==> config.mk <==
export PLATFORM = sky130hd
export DESIGN_NAME = gated_reg_bank
export DESIGN_NICKNAME = d
export VERILOG_FILES = /design/src/rtl/gate_pkg.sv /design/src/rtl/gate_channel.sv /design/src/rtl/gated_reg_bank.sv
export SDC_FILE = /design/constraint.sdc
export NUM_CORES = 1
export LEC_CHECK = 0
export ABC_AREA = 0
export CORE_UTILIZATION = 56
export CTS_BUF_LIST = sky130_fd_sc_hd__clkbuf_16
export DETAILED_ROUTE_END_ITERATION = 10
export GPL_TIMING_DRIVEN = 0
export HOLD_SLACK_MARGIN = 0.1
export PLACE_DENSITY = 0.85
export SLEW_MARGIN = 20
export SYNTH_ARGS = -nofsm -noshare
export SYNTH_HDL_FRONTEND = slang
export SYNTH_SLANG_ARGS = --single-unit
==> constraint.sdc <==
create_clock -name CLK -period 5.6 [get_ports CLK]
set_clock_uncertainty 0.05 [all_clocks]
set_input_delay 1.12 -clock CLK [delete_from_list [all_inputs] [get_ports CLK]]
set_output_delay 1.12 -clock CLK [all_outputs]
set_load 0.02 [all_outputs]
==> src/rtl/gate_pkg.sv <==
// Shared types and helpers for the gated register bank: channel state encoding,
// idle-counter sizing and the saturating add used by the gated-cycle statistics.
package gate_pkg;

  typedef enum logic [1:0] {
    ST_ACTIVE = 2'd0,
    ST_GATED  = 2'd1,
    ST_WAKE   = 2'd2
  } state_e;

  // Bits needed to count 0..n; never less than one bit.
  function automatic int idle_w(input int n);
    return (n < 1) ? 1 : $clog2(n + 1);
  endfunction

  // a + b clamped to 2^w-1; w may be at most 32.
  function automatic logic [31:0] sat_add(input logic [31:0] a, input logic [31:0] b,
                                          input int unsigned w);
    logic [32:0] sum;
    logic [32:0] lim;
    sum = {1'b0, a} + {1'b0, b};
    lim = (33'd1 << w) - 33'd1;
    return (sum > lim) ? lim[31:0] : sum[31:0];
  endfunction

endpackage

==> src/rtl/gate_channel.sv <==
// One channel of the bank: data register, idle counter and the ACTIVE/GATED/WAKE
// controller that requests clock gating and replays the first post-gate load.
module gate_channel
  import gate_pkg::*;
#(
  parameter int unsigned W        = 8,
  parameter int unsigned IDLE_CNT = 4
) (
  input  logic         clk_i,
  input  logic         rst_ni,
  input  logic         en_i,
  input  logic [W-1:0] d_i,
  input  logic         force_on_i,
  output logic [W-1:0] q_o,
  output logic         gate_req_o
);

  localparam int IW = idle_w(IDLE_CNT);
  localparam logic [IW-1:0] IDLE_LAST = IW'(IDLE_CNT - 1);

  state_e        state_q, state_d;
  logic [IW-1:0] idle_q, idle_d;
  logic [W-1:0]  pend_q, pend_d;
  logic [W-1:0]  data_q, data_d;
  logic          gate_q, gate_d;

  always_ff @(posedge clk_i or negedge rst_ni) begin
    if (!rst_ni) begin
      state_q <= ST_ACTIVE;
      idle_q  <= '0;
      pend_q  <= '0;
      data_q  <= '0;
      gate_q  <= 1'b0;
    end else begin
      state_q <= state_d;
      idle_q  <= idle_d;
      pend_q  <= pend_d;
      data_q  <= data_d;
      gate_q  <= gate_d;
    end
  end

  always_comb begin
    state_d = state_q;
    idle_d  = idle_q;
    pend_d  = pend_q;
    data_d  = data_q;
    unique case (state_q)
      ST_ACTIVE: begin
        if (en_i) begin
          data_d = d_i;
          idle_d = '0;
        end else if (force_on_i) begin
          idle_d = '0;
        end else if (idle_q == IDLE_LAST) begin
          state_d = ST_GATED;
          idle_d  = '0;
        end else begin
          idle_d = idle_q + 1'b1;
        end
      end
      ST_GATED: begin
        // The data clock is stopped here, so capture into the free-running pending reg.
        if (en_i) begin
          pend_d  = d_i;
          state_d = ST_WAKE;
        end else if (force_on_i) begin
          state_d = ST_ACTIVE;
        end
      end
      ST_WAKE: begin
        data_d  = en_i ? d_i : pend_q;
        idle_d  = '0;
        state_d = ST_ACTIVE;
      end
      default: begin
        state_d = ST_ACTIVE;
        idle_d  = '0;
      end
    endcase
    gate_d = (state_d == ST_GATED);
  end

  assign q_o        = data_q;
  assign gate_req_o = gate_q;

endmodule

==> src/rtl/gated_reg_bank.sv <==
// Multi-channel enabled register bank with per-channel clock-gate requests and a
// saturating count of gated channel-cycles.
module gated_reg_bank
  import gate_pkg::*;
#(
  parameter int unsigned NCH      = 5,
  parameter int unsigned W        = 8,
  parameter int unsigned IDLE_CNT = 4,
  parameter int unsigned SW       = 16
) (
  input  logic             CLK,
  input  logic             RST_N,
  input  logic [NCH-1:0]   EN,
  input  logic [NCH*W-1:0] D_IN,
  input  logic             FORCE_ON,
  output logic [NCH*W-1:0] OUT,
  output logic [NCH-1:0]   GATE_REQ,
  output logic [SW-1:0]    GATED_CNT
);

  localparam int PW = $clog2(NCH + 1);

  logic [PW-1:0] pop;
  logic [SW-1:0] cnt_q, cnt_d;

  for (genvar i = 0; i < NCH; i++) begin : g_ch
    gate_channel #(
      .W        (W),
      .IDLE_CNT (IDLE_CNT)
    ) u_ch (
      .clk_i      (CLK),
      .rst_ni     (RST_N),
      .en_i       (EN[i]),
      .d_i        (D_IN[i*W +: W]),
      .force_on_i (FORCE_ON),
      .q_o        (OUT[i*W +: W]),
      .gate_req_o (GATE_REQ[i])
    );
  end

  always_comb begin
    pop = '0;
    for (int i = 0; i < NCH; i++) pop = pop + PW'(GATE_REQ[i]);
  end

  assign cnt_d = SW'(sat_add(32'(cnt_q), 32'(pop), SW));

  always_ff @(posedge CLK or negedge RST_N) begin
    if (!RST_N) cnt_q <= '0;
    else        cnt_q <= cnt_d;
  end

  assign GATED_CNT = cnt_q;

endmodule
Word-level counts from Yosys, hierarchy flattened
Index checks and enable logic that the tools add are counted.
{"block": "op_classes", "n_addsub": 10, "magnitude_cmp": 1, "n_eq_ne": 25, "mux": 66, "reduce_logical": 15}
{"op": "$mux W8", "n": 10}
{"op": "$pmux W8 S2", "n": 5}
{"op": "$mux W2", "n": 25}
{"op": "$mux W3", "n": 15}
{"op": "$pmux W3 S2", "n": 5}
{"op": "$eq A2 B1 Y1 const B", "n": 10}
{"op": "$pmux W2 S2", "n": 5}
{"op": "$add A16 B3 Y17", "n": 1}
{"op": "$gt A17 B16 Y1 const B", "n": 1}
{"op": "$mux W16", "n": 1}
{"op": "$add A3 B1 Y3 const B", "n": 5}
{"op": "$eq A3 B2 Y1 const B", "n": 5}
{"op": "$eq A2 B2 Y1 const B", "n": 5}
{"op": "$logic_not A2 Y1", "n": 5}
{"op": "$ne A2 B2 Y1 const B", "n": 5}
{"op": "$reduce_and A2 Y1", "n": 5}
{"op": "$reduce_bool A2 Y1", "n": 5}
{"op": "$add A3 B1 Y3", "n": 2}
{"op": "$add A2 B1 Y3", "n": 1}
{"op": "$add A1 B1 Y2", "n": 1}
{"block": "totals", "regBits": 126, "in_bits": 48}

Depth between registers and ports, before layout
{"block": "logic_depth", "ltp_word": 7, "ltp_mapped": 12, "mapped_depth_nobuf": 11}

Hierarchy
From an unflattened synthesis, not the netlist that was laid out.
{"block": "hier_totals", "cells_unflattened": 508, "hier_area_um2": 5755.5}
{"module": "gate_channel", "n_inst": 5, "cells_each": 83, "area_per_inst_um2": 959.7, "seq_area_each_um2": 550.5}
{"module": "gated_reg_bank", "n_inst": 1, "cells_each": 93, "area_per_inst_um2": 957.2, "seq_area_each_um2": 400.4}

Least setup slack after synthesis
OpenSTA, ideal clock, no wires.
{"block": "synth_timing", "path_type": "reg2reg", "startpoint": "register cnt_q[0] (netlist: GATED_CNT[0])", "endpoint": "register cnt_q[1] (netlist: GATED_CNT[1])", "setup_ns": 0.065, "t_arrival_ns": 3.111, "required_time_ns": 5.485, "slack_ns": 2.374, "stages_incl_launch_ff": 13, "cell_sequence": "dfrtp_1 > fa_1 > inv_1 > fa_1 > inv_1 > ha_1 > inv_1 > fa_1 > and2b_1 > o2111ai_4 > or3_4 > buf_6 > nand2_1"}
{"block": "synth_between", "elab_chain_cells": 3}
{"element": "start, declared", "line": "gated_reg_bank.sv:24", "rtl": "logic [SW-1:0] cnt_q, cnt_d;"}
{"element": "start signal, assigned", "line": "gated_reg_bank.sv:50", "rtl": "else cnt_q <= cnt_d;"}
{"element": "$add A16 B3 Y17 (*)", "line": "gate_pkg.sv:21", "rtl": "sum = {1'b0, a} + {1'b0, b};"}
{"element": "$gt A17 B16 Y1", "line": "gate_pkg.sv:23", "rtl": "return (sum > lim) ? lim[31:0] : sum[31:0];"}
{"element": "$mux W16 (*)", "line": "gate_pkg.sv:23"}
{"element": "named net cnt_d[1]", "line": "gated_reg_bank.sv:24"}
The timed path passes the listed nets; every way through them passes the cells marked *.
A chain may end at the register's enable or synchronous reset.

Final worst setup path
{"block": "layout_timing", "startpoint": "register cnt_q[0] (netlist: GATED_CNT[0])", "endpoint": "register cnt_q[11] (netlist: GATED_CNT[11])"}
Same word-level chain as after synthesis.

==> flow_summary_export.csv <==
group,metric,value,unit
global_route,busiest_layer,"met2",
clocking,cts_hold_buf,0,
synthesis,synth_area_leader_cell,"dfrtp_1",
worst_setup_path,cp.required,5.89,ns
timing,drv_slew,0,
synthesis,synth_compound_area_frac,0.146,
detailed_routing,viasPerCell,5.66,
synthesis,synth_xor_area_frac,0.0137,
power,peakVddDrop,0.194,mV
floorplan,die_w,103,um
hold_path,min_to,"g_ch[3].u_ch.pend_q[6]",
synthesis,synthArstFlopShare,1.00,
floorplan,core,9860,um2
worst_setup_path,path_cells,"fa_1 > inv_1 > fa_1 > inv_1 > ha_1 > inv_1 > fa_1 > and2b_1 > o2111ai_4 > or3_4 > buf_6 > nand2_1",
clocking,path_clk_slew,0.05,ns
synthesis,synth_edf_count,0,
clocking,cts_buffer_depth,2,
synthesis,synth.most_common_cell,"dfrtp_1",
hold_path,hold_start,"g_ch[3].u_ch.pend_q[6]",
synthesis,netlist_top_cells_count,"dfrtp_1, nand2_1, nor2b_1, o21ai_0, a21oi_1",
placement,hpwl,9000,um
synthesis,ys.warnings.count,0,
power,pwr_density_cell,324,nW/um2
synthesis,syn_nets,647,
detailed_routing,via_count,4865,
global_route,use_met2,0.435,
global_route,use_met3,0.0699,
synthesis,synthDistinctLibCells,41,
synthesis,synthMuxAreaShare,0.0196,
placement,io_buffers,107,
cells_and_area,drive_gt1_frac,0.0634,
clocking,post-cts-setup-buffers,0,
floorplan,initial_core_util,0.583,
clocking,clk_latency,0.41,ns
cells_and_area,insertedDiodeCount,0,
placement,dp_cells,828,
worst_setup_path,reg2reg_to,"GATED_CNT[11]",
timing,relSlewSlack,0.584,
floorplan,boundaryPins,109,
clocking,cts_root_buf,"clkbuf_16",
worst_setup_path,cp-end-kind,"register",
synthesis,syn_avg_cell_area,9.80,um2
cells_and_area,regArea,3150,um2
clocking,htreeDepth,4,
synthesis,yosys.area_share.adder,0.0300,
worst_setup_path,slowest_delay,0.55,ns
global_route,antenna_found_initial,0,
global_route,grt_use_met1,0.356,
cells_and_area,layoutNonFillerInstCount,859,
synthesis,synthFlopType,"dfrtp_1",
synthesis,synthTopCellsByArea,"dfrtp_1, nand2_1, nor2b_1, a22oi_1, o21ai_0",
timing,max_freq,289,MHz
cells_and_area,area_growth,32.2,%
worst_setup_path,worstSetupStartpointType,"register",
cells_and_area,nFillCells,636,
detailed_routing,drtIter0Drc,234,
floorplan,die_h,103,um
worst_setup_path,path_max_fanout,10,
timing,worst_slew_pin_slew,0.622,ns
clocking,cts_buffers,17,
clocking,cts_sinks,126,
clocking,cts_resized,0,
synthesis,synth_top_area_share,0.548,
worst_setup_path,reg2regPathDepth,12,
detailed_routing,wl,13600,um
worst_setup_path,crit_path_top_delay_cell,"fa_1",
hold_path,holdPathStages,2,
worst_setup_path,path_class,"reg2reg",
worst_setup_path,ff2ff_setup_slack,2.14,ns
floorplan,rows,36,
detailed_routing,wl_per_cell,15.8,um
detailed_routing,drtAntennaViolNets,0,
cells_and_area,multi_input_area,2380,um2
synthesis,synth-simple-area-share,0.204,
synthesis,synth-seq-cells,126,
clocking,cts_tree,"yes",
global_route,grt_pass1_vias,4646,
global_route,grt_pass1_wl,21900,um
synthesis,postSynthCellCount,587,
placement,gp_congestion,0.820,
cells_and_area,fin_nets,774,
detailed_routing,dr.pass1.iters,5,
worst_setup_path,arrival,3.76,ns
timing,setup_tns,0,ns
power,leakagePower,3.55,nW
hold_path,hold_path_class,"reg2reg",
status,status,"finished, final reports clean",
timing,final-setup-viol-count,0,
timing,fin_crit_sh,0.619,
synthesis,netlist_area,5750,um2
synthesis,yosysSeqAreaShare,0.548,
global_route,grt_start_max_net_pins,78,
worst_setup_path,crit-reg2reg-launch,"GATED_CNT[0]",
timing,fin_crit,3.46,ns
timing,hold_viol_final,0,
timing,rsz0062_at_grt,"false",
floorplan,die_area,10700,um2
global_route,grt_overflow,0,
global_route,grt_usage,0.271,
synthesis,synth_top_family_by_area,"simple AND/OR/NAND/NOR gates",
run,maxCapViolCount,0,
detailed_routing,drc,0,
[logic make-up after synthesis]
logic type / Yosys count
DFF: 126
adders and majority gates: 12
xor gates and xnor gates: 9
muxes: 10
and+or+nand+nor: 240
AOI/OAI and AO/OA: 138
buffers and inverters: 52
[worst max-delay path: cells and delay by family (launching register included)]
kind | cells | cell delay (ns)
and+or+nand+nor | 3 | 0.85
AOI/OAI and AO/OA | 1 | 0.19
adders and majority gates | 4 | 1.57
DFF | 1 | 0.41
buffers and inverters | 4 | 0.35
[sequential cells by signal (all words and copies together), names as in the netlist]
signal	count
GATED_CNT	16
g_ch.u_ch.gate_req_o	5
g_ch.u_ch.idle_q	15
g_ch.u_ch.pend_q	40
g_ch.u_ch.q_o	40
g_ch.u_ch.state_q	10
[how the worst max path moves through the flow]
stage               slack [ns]                   to  depth (start not counted)    startpoint
finish                    2.14        GATED_CNT[11]                         12  GATED_CNT[0]
global route              1.99         GATED_CNT[8]                         12  GATED_CNT[0]
CTS                       2.14         GATED_CNT[8]                         12  GATED_CNT[0]
detailed placement        2.19         GATED_CNT[8]                         12  GATED_CNT[0]
global placement         -1.41  g_ch[4].u_ch.q_o[3]                          1         RST_N
floorplan                 2.37         GATED_CNT[1]                         12  GATED_CNT[0]
[placed cells by master (no fill, tap or decap), types with 23 or more instances in the layout]
master           count
nor2_1              23
nand2_1            120
dfrtp_1            126
clkbuf_1            28
clkdlybuf4s50_1    106
a21oi_1             42
nor2b_1             49
o21ai_0             45
a22oi_1             40
[area by class of cell]
type | count | share of cell area
plain buffers | 36 | 0.0212
clock buffers | 17 | 0.0559
clock inverters | 14 | 0.0212
inverters | 16 | 0.00790
multi-input cells | 409 | 0.313
flip-flops and latches | 126 | 0.415
well taps | 133 | 0.0219
repair buffers | 108 | 0.145
[where the power goes]
group          internal [W]  switching (W)
combinational      0.000163       0.000174
sequential         0.000983      0.0000510
clock              0.000727       0.000370
total               0.00187       0.000595
[per-stage QoR]
step | power (W) | setup slack [ns] | util | area, um2 | hold WS [ns]
after floorplan | 0.00120 | 2.37 | - | 5750 | 0.396
after global placement | 0.00137 | -1.41 | 0.709 | 6990 | 0.407
after detailed placement | 0.00138 | 2.19 | 0.712 | 7020 | 0.412
after CTS | 0.00248 | 2.14 | 0.771 | 7610 | 0.426
after global routing | 0.00256 | 1.99 | 0.771 | 7610 | 0.445
final | 0.00247 | 2.14 | 0.771 | 7610 | 0.421
[metal layers]
layer | up-vias | wire [um]
met3 | 24 | 805
li1 | 2276 | -
met1 | 2372 | 5690
met4 | 0 | 201
met2 | 193 | 6910
met5 | - | 0
No activity file was read; power rests on OpenSTA's default activity.
